==> config.mk <==
export PLATFORM = sky130hd
export DESIGN_NAME = booth_mul_arbiter
export DESIGN_NICKNAME = d
export VERILOG_FILES = /design/src/rtl/booth_mul_arbiter_pkg.sv /design/src/rtl/booth_mul_arbiter_rr_pick.sv /design/src/rtl/booth_mul_arbiter.sv
export SDC_FILE = /design/constraint.sdc
export NUM_CORES = 1
export LEC_CHECK = 0
export CAP_MARGIN = 20
export CORE_MARGIN = 2
export CORE_UTILIZATION = 45
export DETAILED_ROUTE_END_ITERATION = 16
export DONT_BUFFER_PORTS = 1
export PLACE_DENSITY_LB_ADDON = 0.08
export SKIP_CTS_REPAIR_TIMING = 1
export SLEW_MARGIN = 40
export SYNTH_ARGS = -nofsm -noshare
export SYNTH_HDL_FRONTEND = slang
export SYNTH_SLANG_ARGS = --single-unit
==> constraint.sdc <==
create_clock -name clk -period 2.4 [get_ports clk]
set_input_delay 0.24 -clock clk [delete_from_list [all_inputs] [get_ports clk]]
set_output_delay 0.24 -clock clk [all_outputs]
set_load 0.05 [all_outputs]
==> src/rtl/booth_mul_arbiter_pkg.sv <==
`default_nettype none
// ==================================================================
// Module  : booth_mul_arbiter_pkg
// Brief   : FSM encoding and default sizes for booth_mul_arbiter.
// Revision: 1.0
// ==================================================================
package booth_mul_arbiter_pkg;

    localparam int DEF_N_REQ   = 4;
    localparam int DEF_WIDTH   = 16;
    localparam int DEF_TIMEOUT = 64;
    localparam int CNT_W       = 8;

    localparam logic [2:0] ST_IDLE  = 3'd0;
    localparam logic [2:0] ST_ISSUE = 3'd1;
    localparam logic [2:0] ST_DROP  = 3'd2;
    localparam logic [2:0] ST_BUSY  = 3'd3;
    localparam logic [2:0] ST_RESP  = 3'd4;

endpackage
`default_nettype wire

==> src/rtl/booth_mul_arbiter_rr_pick.sv <==
`default_nettype none
// ==================================================================
// Module  : rr_pick
// Brief   : Combinational cyclic pick of the first request at/after rr_ptr.
// Revision: 1.0
// ==================================================================
module rr_pick
    import booth_mul_arbiter_pkg::*;
#(
    parameter int N_REQ = DEF_N_REQ,
    parameter int ID_W  = $clog2(DEF_N_REQ)
) (
    input  logic [N_REQ-1:0] req,
    input  logic [ID_W-1:0]  rr_ptr,
    output logic             valid,
    output logic [ID_W-1:0]  id
);

    always_comb begin
        int w_idx;
        valid = |req;
        id    = '0;
        w_idx = 0;
        // Walk from the farthest offset back so the nearest hit wins.
        for (int k = N_REQ - 1; k >= 0; k--) begin
            w_idx = int'(rr_ptr) + k;
            if (w_idx >= N_REQ) w_idx = w_idx - N_REQ;
            if (req[w_idx[ID_W-1:0]]) id = ID_W'(w_idx);
        end
    end

endmodule
`default_nettype wire

==> src/rtl/booth_mul_arbiter.sv <==
`default_nettype none
// ==================================================================
// Module  : booth_mul_arbiter
// Brief   : Round-robin arbiter sharing one Booth multiplier with timeout.
// Revision: 1.0
// ==================================================================
module booth_mul_arbiter
    import booth_mul_arbiter_pkg::*;
#(
    parameter int N_REQ   = DEF_N_REQ,
    parameter int WIDTH   = DEF_WIDTH,
    parameter int TIMEOUT = DEF_TIMEOUT
) (
    input  logic                       clk,
    input  logic                       rst_n,
    input  logic [N_REQ-1:0]           req,
    input  logic [N_REQ*WIDTH-1:0]     op_m,
    input  logic [N_REQ*WIDTH-1:0]     op_q,
    output logic [N_REQ-1:0]           ack,
    output logic                       resp_valid,
    output logic [$clog2(N_REQ)-1:0]   resp_id,
    output logic [2*WIDTH-1:0]         resp_prod,
    output logic                       resp_err,
    output logic                       busy,
    output logic                       mul_start,
    output logic [WIDTH-1:0]           mul_m,
    output logic [WIDTH-1:0]           mul_q,
    input  logic                       mul_done,
    input  logic [2*WIDTH-1:0]         mul_prod
);

    localparam int ID_W = $clog2(N_REQ);

    logic [2:0]         r_state;
    logic [ID_W-1:0]    r_ptr;
    logic [ID_W-1:0]    r_id;
    logic [CNT_W-1:0]   r_cnt;
    logic [WIDTH-1:0]   r_m;
    logic [WIDTH-1:0]   r_q;
    logic [2*WIDTH-1:0] r_prod;
    logic               r_err;

    logic [CNT_W:0]     w_cnt_inc;
    logic               w_tmo;
    logic               w_pick_valid;
    logic [ID_W-1:0]    w_pick_id;

    rr_pick #(
        .N_REQ (N_REQ),
        .ID_W  (ID_W)
    ) u_rr_pick (
        .req    (req),
        .rr_ptr (r_ptr),
        .valid  (w_pick_valid),
        .id     (w_pick_id)
    );

    // ">=" keeps the timeout armed in BUSY if DROP's exit won the tie.
    assign w_cnt_inc = {1'b0, r_cnt} + {{CNT_W{1'b0}}, 1'b1};
    assign w_tmo     = (w_cnt_inc >= (CNT_W+1)'(TIMEOUT - 1));

    always_ff @(posedge clk or negedge rst_n) begin
        if (!rst_n) begin
            r_state <= ST_IDLE;
            r_ptr   <= '0;
            r_id    <= '0;
            r_cnt   <= '0;
            r_m     <= '0;
            r_q     <= '0;
            r_prod  <= '0;
            r_err   <= 1'b0;
        end else begin
            case (r_state)
                ST_IDLE: begin
                    if (w_pick_valid) begin
                        r_id    <= w_pick_id;
                        r_m     <= op_m[int'(w_pick_id)*WIDTH +: WIDTH];
                        r_q     <= op_q[int'(w_pick_id)*WIDTH +: WIDTH];
                        r_state <= ST_ISSUE;
                    end
                end
                ST_ISSUE: begin
                    r_cnt   <= '0;
                    r_state <= ST_DROP;
                end
                ST_DROP: begin
                    r_cnt <= w_cnt_inc[CNT_W-1:0];
                    if (!mul_done) begin
                        r_state <= ST_BUSY;
                    end else if (w_tmo) begin
                        r_prod  <= '0;
                        r_err   <= 1'b1;
                        r_state <= ST_RESP;
                    end
                end
                ST_BUSY: begin
                    r_cnt <= w_cnt_inc[CNT_W-1:0];
                    if (mul_done) begin
                        r_prod  <= mul_prod;
                        r_err   <= 1'b0;
                        r_state <= ST_RESP;
                    end else if (w_tmo) begin
                        r_prod  <= '0;
                        r_err   <= 1'b1;
                        r_state <= ST_RESP;
                    end
                end
                ST_RESP: begin
                    r_ptr   <= (r_id == ID_W'(N_REQ - 1)) ? '0 : r_id + 1'b1;
                    r_state <= ST_IDLE;
                end
                default: r_state <= ST_IDLE;
            endcase
        end
    end

    assign mul_start  = (r_state == ST_ISSUE);
    assign busy       = (r_state != ST_IDLE);
    assign resp_valid = (r_state == ST_RESP);
    assign ack        = resp_valid ? (N_REQ'(1) << r_id) : '0;
    assign resp_id    = r_id;
    assign resp_prod  = r_prod;
    assign resp_err   = r_err;
    assign mul_m      = r_m;
    assign mul_q      = r_q;

endmodule
`default_nettype wire

==> results of run 1 <==
-- per-stage QoR --
| stage | total power [W] | utilization [%] | instance area [um^2] | hold WS, ps |
|---|---|---|---|---|
| after floorplan | 0.00620 | - | 4300 | -55.6 |
| after global placement | 0.00671 | 47.7 | 4410 | -53.4 |
| after detailed placement | 0.00680 | 47.7 | 4410 | -52.9 |
| after CTS | 0.00801 | 50.4 | 4650 | -439 |
| after global routing | 0.00849 | 50.8 | 4690 | 22.5 |
| final | 0.00797 | 50.8 | 4690 | 31.6 |
-- metal layers --
layer | vias to the layer above | share of wire (%)
li1 | 1686 | -
met1 | 1624 | 39
met2 | 167 | 51
met3 | 14 | 8.7
met4 | 0 | 1.9
met5 | - | 0
-- area by class of cell --
type / instances / area (um^2)
clock buffers: 10 / 128
clock inverters: 6 / 116
fillers: 886 / 4550
inverters: 7 / 26.3
multi-input cells: 369 / 2060
flip-flops and latches: 80 / 2000
well taps: 129 / 161
repair buffers: 18 / 195
-- cell families (layout without fill, tap and decap cells) --
kind of cell               Yosys count  in the layout  share of synthesized area [%]
buffers and inverters               45             41                           5.85
muxes                               23             23                           6.12
DFF                                 80             80                           46.6
AOI/OAI and AO/OA                   96             96                           14.8
xor gates and xnor gates             2              2                          0.408
adders and majority gates            7              7                           1.98
and+or+nand+nor                    241            241                           24.3
-- cells in the mapped netlist, types with 4 or more instances --
cell type	instances	area, um^2
nor2_1	73	274
a31oi_1	23	144
dfrtp_1	80	2000
a21oi_1	15	75.1
buf_6	6	67.6
buf_2	21	105
and3_1	5	31.3
o22ai_1	20	125
ha_1	6	75.1
nor3_1	32	160
o21ai_0	15	75.1
mux2_2	19	214
a221o_1	12	120
inv_1	7	26.3
clkbuf_1	7	26.3
nand2_1	109	409
nand3_1	4	20.0
-- cell usage in the layout (no fill, tap or decap), drive strengths merged, types with 3 or more instances in the layout --
cell type / count
o21ai: 16
a221o: 12
bufinv: 3
nand2: 109
o22ai: 20
nor2: 73
nor3: 33
nand3: 4
dfrtp: 80
clkbuf: 10
and3: 6
buf: 17
nand2b: 3
mux2: 23
inv: 8
ha: 6
a31oi: 23
a21oi: 15
-- flip-flops by register name (all words and copies together) (netlist names) --
signal     count
resp_id        2
mul_m         16
r_ptr          2
r_cnt          8
mul_q         16
resp_prod     32
r_state        3
resp_err       1
-- power by group through the flow --
stage | sequential, W | combinational [W] | clock, W
after floorplan | 0.00422 | 0.00198 | 0
after global placement | 0.00441 | 0.00230 | 0
after detailed placement | 0.00441 | 0.00239 | 0
after CTS | 0.00439 | 0.00238 | 0.00124
after global routing | 0.00447 | 0.00271 | 0.00131
final | 0.00438 | 0.00238 | 0.00121
-- final timing paths --
check / start / endpoint / slack (ps)
max in group asynchronous: rst_n / mul_m[11]$_DFFE_PN0P_ / 1600
max reg2reg: r_ptr[1]$_DFFE_PN0P_ / mul_m[13]$_DFFE_PN0P_ / 230
min in group asynchronous: rst_n / resp_prod[20]$_DFFE_PN0P_ / 480
min reg2reg: r_cnt[7]$_DFFE_PN0P_ / r_cnt[7]$_DFFE_PN0P_ / 500
min: op_q[53] / mul_q[5]$_DFFE_PN0P_ / 30
max: r_ptr[1]$_DFFE_PN0P_ / mul_m[13]$_DFFE_PN0P_ / 230
==> out/metrics.yaml, run 1 <==
run_status:
  outcome: "finished clean"
routing:
  routedWlPerCell_um: 18.1
  first_iter_violations: 102
  drc_errors: 0
  vias: 3491
  drtPass1Iterations: 4
  drt-total-wl_um: 11200
  routed_via_density: 5.64
  ant_nets: 0
power:
  p_leak_nw: 2.02
  intPower_w: 0.00367
  seq_power_share_pct: 54.9
  power_per_cell_area_nw_per_um2: 1700
  power.share.combinational_pct: 29.9
  p_switching_w: 0.00430
  clkPwrFrac_pct: 15.2
  peakVddDrop_mv: 0.551
  p_sw_share_pct: 54.0
timing:
  worstMarginPinSlew_ps: 739
  finClkSkew_ps: 15.7
  layout_min_cycle_time_ps: 2170
  timing_hold_violations_final: 0
  fin_tns_setup_ps: 0
  fmax_ghz: 0.461
  setup_viol: 0
  slew_violations: 0
  rsz0062_at_grt: "no"
  period_share_pct: 90.5
  max-slew-margin-rel_pct: 50.7
  setup_ws_ps: 229
critical_path:
  cp_slowest_stage_delay_ps: 530
  cp_top_family: "compound AO/OA/AOI/OAI gates"
  rr_worst_depth: 6
  worst-path-stages: 6
  cp-end-kind: "register"
  crit_buf_inv: 1
  path_class: "register to register"
  worstPathArrival_ps: 2390
  cp-start-kind: "register"
  crit_path_max_fanout: 47
  slowest_stage: "o221a_2"
  cp.required_ps: 2620
  path_cells: "a21boi_0 > o221a_2 > buf_12 > mux2_2 > o22ai_1 > a31oi_1"
cts:
  numCtsBuffers: 9
  clock-sinks: 80
  clock_latency_ps: 350
  htreeDepth: 3
  clkSlewWorstSetupHoldPaths_ps: 100
  clockBufferDepth: 2
  cts_root_buf: "clkbuf_8"
  cts_tree: "yes"
global_route:
  track_usage_pct: 21.4
  grt_max_degree: 81
  grt_first_pass_wirelength_um: 17400
  grt_pass1_vias: 3356
  grtUsageMet2_pct: 35.5
  grtUsageMet3_pct: 5.94
  grt_use_met1_pct: 26.9
  busiest_layer: "met2"
  antenna_found_initial: 0
  gr-total-overflow: 0
die:
  die-area_um2: 10300
  start_util_pct: 46.5
  core_um2: 9240
  die_h_um: 102
  ios: 241
  die_width_um: 102
  rows: 35
hold_path:
  hold_class: "input port to register"
  hold_depth: 2
synthesis:
  synthArstFlopShare_pct: 100
  ys_seq_elements: 80
  synth.avg_cell_area_um2: 8.70
  yosysUniqueCellTypes: 47
  ys.flop_type: "dfrtp_1"
  ys_warn_count: 0
  syn_inst: 494
  syn-num-nets: 667
  synth-edff-count: 0
  ys_seq_area_share_pct: 46.6
  synth_area_um2: 4300
final_layout:
  drive_gt1_share_pct: 12.4
  antennaDiodeCount: 0
  instances_no_fill: 619
  nets: 658
  area_growth_syn_to_layout_pct: 9.20
placed_design:
  io_buffers: 0
  post-place-cells: 601
  pre_cts_ws_ps: 220
  place.gp.congestion: 0.783
  place_hpwl_um: 8040
job:
  cap_viol_max_count: 0
Power figures use the tool's default switching activity.
==> run 2: changes to the inputs <==
--- a/config.mk
+++ b/config.mk
@@ -6,11 +6,12 @@
 export NUM_CORES = 1
 export LEC_CHECK = 0
 export CAP_MARGIN = 20
-export CORE_MARGIN = 2
+export CORE_MARGIN = 4
 export CORE_UTILIZATION = 45
+export CTS_CLUSTER_DIAMETER = 150
 export DETAILED_ROUTE_END_ITERATION = 16
 export DONT_BUFFER_PORTS = 1
-export PLACE_DENSITY_LB_ADDON = 0.08
+export PLACE_DENSITY_LB_ADDON = 0.12
 export SKIP_CTS_REPAIR_TIMING = 1
 export SLEW_MARGIN = 40
 export SYNTH_ARGS = -nofsm -noshare
==> run 2 against run 1 <==
Compared with the run above: global-route usage shrank 1.2 points; cell area shrank 1.1%; clock power shrank 26%; clock skew shrank 5.2 ps; count of clock-buffer cells in the layout shrank 1; routed wire length grew 5.2%; setup slack gained 75 ps; sequential power is essentially flat; non-clock buffer count grew 2; via count grew 1.6%; sequential share of layout area grew 0.46 points.
==> out/metrics.yaml, run 2 (synthesis results as in run 1) <==
global_route:
  track_usage_pct: 20.2
  grt_max_degree: 81
  antenna_found_initial: 0
  grt_first_pass_wirelength_um: 18200
  grt_pass1_vias: 3477
  gr-total-overflow: 0
power:
  power_per_cell_area_nw_per_um2: 1660
  peakVddDrop_mv: 0.692
  p_total_w: 0.00772
  p_leak_nw: 2.00
routing:
  routedWlPerCell_um: 18.9
  wl_met2_um: 5680
  dr_wl_met3_um: 1090
  drtPass1Iterations: 4
  drc_errors: 0
  ant_nets: 0
  vias: 3548
  maxUsedRoutingLayer: "met4"
  routed_via_density: 5.71
  m1WireLength_um: 4690
  drt-total-wl_um: 11800
  first_iter_violations: 243
timing:
  max-slew-margin-rel_pct: 61.5
  period_share_pct: 87.3
  layout_min_cycle_time_ps: 2100
  fmax_ghz: 0.477
  timing_hold_violations_final: 0
  slew_violations: 0
  rsz0062_at_grt: "no"
  fin_tns_setup_ps: 0
  setup_viol: 0
  finClkSkew_ps: 10.5
  worstMarginPinSlew_ps: 573
die:
  core_um2: 9280
  rows: 35
  die_width_um: 106
  die-area_um2: 11200
  die_h_um: 106
  ios: 241
  start_util_pct: 46.3
final_layout:
  final_cell_mix: "nand2_1 (109), dfrtp_1 (80), nor2_1 (73)"
  final_common_cell: "nand2_1"
  largest_reg_flops: 32
  drive_gt1_share_pct: 13.0
  instances_no_fill: 621
  nets: 660
  utilization_pct: 50.0
  antennaDiodeCount: 0
  area_growth_syn_to_layout_pct: 8.04
critical_path:
  worstPathArrival_ps: 2320
  reg2reg_from: "r_ptr[1]$_DFFE_PN0P_"
  ff2ff_setup_slack_ps: 300
  r2r-end: "mul_q[1]$_DFFE_PN0P_"
  cp-end-kind: "register"
  rr_worst_depth: 6
  cp.required_ps: 2620
  cp_slowest_stage_delay_ps: 460
  cp-start-kind: "register"
  slowest_stage: "dfrtp_1"
  path_cells: "a21boi_0 > o221a_2 > buf_12 > mux2_2 > o22ai_1 > a31oi_1"
  path_class: "register to register"
  crit_path_max_fanout: 39
cts:
  clkSlewWorstSetupHoldPaths_ps: 90
  clockBufferDepth: 2
  cts_tree: "yes"
  cts_root_buf: "clkbuf_8"
  clock_latency_ps: 340
  htreeDepth: 3
  clock-sinks: 80
  numCtsBuffers: 9
placed_design:
  place.gp.congestion: 0.870
  post-place-cells: 603
  place_hpwl_um: 8580
  io_buffers: 0
run_status:
  outcome: "finished clean"
hold_path:
  hold_class: "input port to register"
  holdPathEnd: "mul_q[11]$_DFFE_PN0P_"
  worstHoldStart: "op_q[43]"
  hold_depth: 2
job:
  cap_viol_max_count: 0
-- run 2: layout make-up --
type | count | area [um^2]
inverters | 7 | 26.3
clock inverters | 7 | 55.1
fillers | 900 | 4640
flip-flops and latches | 80 | 2000
well taps | 129 | 161
multi-input cells | 369 | 2060
clock buffers | 9 | 124
repair buffers | 20 | 210
-- run 2: metal layers --
metal	vias to the layer above	track usage (%)
met2	183	31.3
met4	0	8.42
met1	1650	25.9
met5	-	0
met3	22	6.80
li1	1693	-
-- run 2: where the power goes --
part / switching, W / internal [W] / total [W]
clock: 0.000514 / 0.000386 / 0.000901
combinational: 0.00140 / 0.00105 / 0.00245
sequential: 0.00244 / 0.00193 / 0.00437
total: 0.00435 / 0.00336 / 0.00772
-- run 2: through the flow --
stage	hold slack [ps]	setup WS [ps]	instance area, um^2
after detailed placement	-53.1	301	4420
after CTS	-446	290	4600
after floorplan	-55.6	391	4300
after global routing	17.2	94.7	4640
final	35.4	304	4640
after global placement	-53.2	377	4420
-- run 2: worst max path at each step --
stage | slack [ps] | cells after the start | start | to
floorplan | 390 | 3 | r_state[2]$_DFFE_PN0P_ | r_state[1]$_DFFE_PN0P_
global placement | 380 | 6 | r_ptr[1]$_DFFE_PN0P_ | mul_q[2]$_DFFE_PN0P_
detailed placement | 300 | 6 | r_ptr[1]$_DFFE_PN0P_ | mul_q[1]$_DFFE_PN0P_
CTS | 290 | 7 | r_cnt[0]$_DFFE_PN0P_ | resp_prod[2]$_DFFE_PN0P_
global route | 90 | 8 | r_cnt[0]$_DFFE_PN0P_ | resp_prod[0]$_DFFE_PN0P_
finish | 300 | 6 | r_ptr[1]$_DFFE_PN0P_ | mul_q[1]$_DFFE_PN0P_
-- run 2: worst max-delay path: cells and delay by family, from the launching register on --
family / cells / cell delay, ps
multiplexers: 1 / 360
AO/OA/AOI/OAI: 4 / 890
flip-flops: 1 / 460
buffers and inverters: 1 / 250
==> run 3: changes to the inputs <==
--- a/config.mk
+++ b/config.mk
@@ -16,4 +16,5 @@
 export SLEW_MARGIN = 40
 export SYNTH_ARGS = -nofsm -noshare
 export SYNTH_HDL_FRONTEND = slang
+export SYNTH_HIERARCHICAL = 1
 export SYNTH_SLANG_ARGS = --single-unit
==> run 3 against run 2 <==
Compared with the run above: the run now ends with negative hold slack left; maximum frequency decreased by 3.9%; routed wire length shrank 0.65%; sequential power is essentially flat; final cell count fell by 20%; sequential cell count unchanged; power is 0.49% higher.
==> out/metrics.yaml, run 3 <==
timing:
  period_share_pct: 90.9
  slew_violations: 0
  setup_viol: 0
  setup_ws_ps: 218
  rsz0062_at_grt: "no"
  finClkSkew_ps: 16.5
  fmax_ghz: 0.458
  fin_tns_setup_ps: 0
  worstMarginPinSlew_ps: 590
  whs_ps: -3.74
  timing_hold_violations_final: 2
  max-slew-margin-rel_pct: 60.7
  layout_min_cycle_time_ps: 2180
synthesis:
  yosysUniqueCellTypes: 36
  ys_seq_area_share_pct: 47.1
  ys_warn_count: 6
  synth_area_leader_cell: "dfrtp_1"
  synth_common_cells: "dfrtp_1 (80), nand2_1 (79), mux2_2 (33)"
  synth.most_common_cell: "dfrtp_1"
  synth_area_leaders: "dfrtp_1 (47%), mux4_2 (17%), mux2_2 (8.7%), nand2_1 (7.0%), o21ai_1 (3.7%)"
  syn_inst: 363
  ys.flop_type: "dfrtp_1"
  synth.avg_cell_area_um2: 11.7
  ys_seq_elements: 80
  synthArstFlopShare_pct: 100
  synth_area_um2: 4250
  synth_top_area_share_pct: 47.1
  synth-edff-count: 0
  syn-num-nets: 536
power:
  p_leak_nw: 2.03
  p_switching_w: 0.00405
  power.share.combinational_pct: 28.8
  p_sw_share_pct: 52.2
  clkPwrFrac_pct: 14.9
  power_per_cell_area_nw_per_um2: 1600
  intPower_w: 0.00371
  peakVddDrop_mv: 0.655
  seq_power_share_pct: 56.3
cts:
  clkSlewWorstSetupHoldPaths_ps: 100
  cts_tree: "yes"
  htreeDepth: 3
  numCtsBuffers: 9
  cts_root_buf: "clkbuf_8"
  clock_latency_ps: 360
  clock-sinks: 80
  clockBufferDepth: 2
routing:
  routedWlPerCell_um: 23.4
  first_iter_violations: 164
  drc_errors: 0
  m1WireLength_um: 4290
  maxUsedRoutingLayer: "met4"
  dr_wl_met3_um: 1030
  wl_met2_um: 6130
  ant_nets: 0
  drt-total-wl_um: 11700
  routed_via_density: 5.88
  vias: 2932
  drtPass1Iterations: 6
job:
  cap_viol_max_count: 0
run_status:
  violations: "negative hold slack"
  outcome: "complete, but fails checks"
placed_design:
  place_hpwl_um: 8810
  pre_cts_ws_ps: 206
  place.gp.congestion: 0.802
  io_buffers: 0
  place_area_um2: 4420
critical_path:
  worstPathArrival_ps: 2410
  cp_top_family: "multiplexers"
  path_cells: "mux2i_1 > a211oi_4 > buf_12 > mux4_2 > mux2_2"
  path_class: "register to register"
  crit_buf_inv: 1
  slowest_stage: "mux4_2"
  crit_path_max_fanout: 17
  cp-end-kind: "register"
  cp.required_ps: 2630
  cp-start-kind: "register"
  cp_slowest_stage_delay_ps: 520
die:
  rows: 35
  ios: 241
  die-area_um2: 11100
  die_width_um: 105
  start_util_pct: 46.2
  die_h_um: 105
  core_um2: 9200
global_route:
  grt_max_degree: 81
  grt_first_pass_wirelength_um: 17700
  grt_pass1_vias: 3033
  track_usage_pct: 20.8
  gr-total-overflow: 0
  antenna_found_initial: 3
final_layout:
  area_growth_syn_to_layout_pct: 13.8
  drive_gt1_share_pct: 27.5
  largest_reg_flops: 32
  final_cell_mix: "dfrtp_1 (80), nand2_1 (79), mux2_2 (33)"
  nets: 553
  fillerInstances: 830
  design_area_um2: 4830
  utilization_pct: 52.5
  final_common_cell: "dfrtp_1"
hold_path:
  hold_class: "input port to register"
run 3: kinds of logic after synthesis:
logic type                 Yosys count  synth area share [%]
AOI/OAI and AO/OA                   60                  8.28
adders and majority gates            7                  2.03
buffers and inverters               31                  3.74
DFF                                 80                  47.1
muxes                               69                  26.7
and+or+nand+nor                    116                  12.2
run 3: power by group through the flow:
stage | Clock, W | Sequential (W) | Combinational, W
5_1_grt | 0.00126 | 0.00446 | 0.00248
4_1_cts | 0.00119 | 0.00439 | 0.00221
3_3_place_gp | 0 | 0.00441 | 0.00211
3_5_place_dp | 0 | 0.00441 | 0.00221
2_1_floorplan | 0 | 0.00422 | 0.00177
6_report | 0.00115 | 0.00437 | 0.00223
run 3: metal layers:
metal | track usage (%) | vias up
li1 | - | 1334
met2 | 34.0 | 134
met5 | 0 | -
met3 | 8.71 | 17
met4 | 8.34 | 0
met1 | 24.3 | 1447
run 3: path summary, 6_finish.rpt:
| kind | from | endpoint | slack (ps) | cells past startpoint |
|---|---|---|---|---|
| max | r_ptr[1]$_DFFE_PN0P_ | mul_q[14]$_DFFE_PN0P_ | 220 | 5 |
| min | mul_prod[20] | resp_prod[20]$_DFFE_PN0P_ | -4 | 2 |
| max reg2reg | r_ptr[1]$_DFFE_PN0P_ | mul_q[14]$_DFFE_PN0P_ | 220 | 5 |
| min reg2reg | r_cnt[4]$_DFFE_PN0P_ | r_cnt[4]$_DFFE_PN0P_ | 570 | 2 |
| max in group asynchronous | rst_n | r_cnt[6]$_DFFE_PN0P_ | 1600 | 2 |
| min in group asynchronous | rst_n | r_cnt[0]$_DFFE_PN0P_ | 400 | 2 |
run 3: metrics by stage:
stage          total power [W]  std cells
3_5_place_dp           0.00663        464
3_3_place_gp           0.00652        462
5_1_grt                0.00820        499
4_1_cts                0.00779        480
6_report               0.00775        499
2_1_floorplan          0.00599        363
run 3: final cells by class:
cell class	instances	area (um^2)	area share, %
diodes	3	7.51	0.155
clock buffers	9	124	2.56
clock inverters	7	108	2.23
inverters	8	30.0	0.621
multi-input cells	252	2110	43.6
flip-flops and latches	80	2000	41.4
well taps	111	139	2.87
repair buffers	29	315	6.53
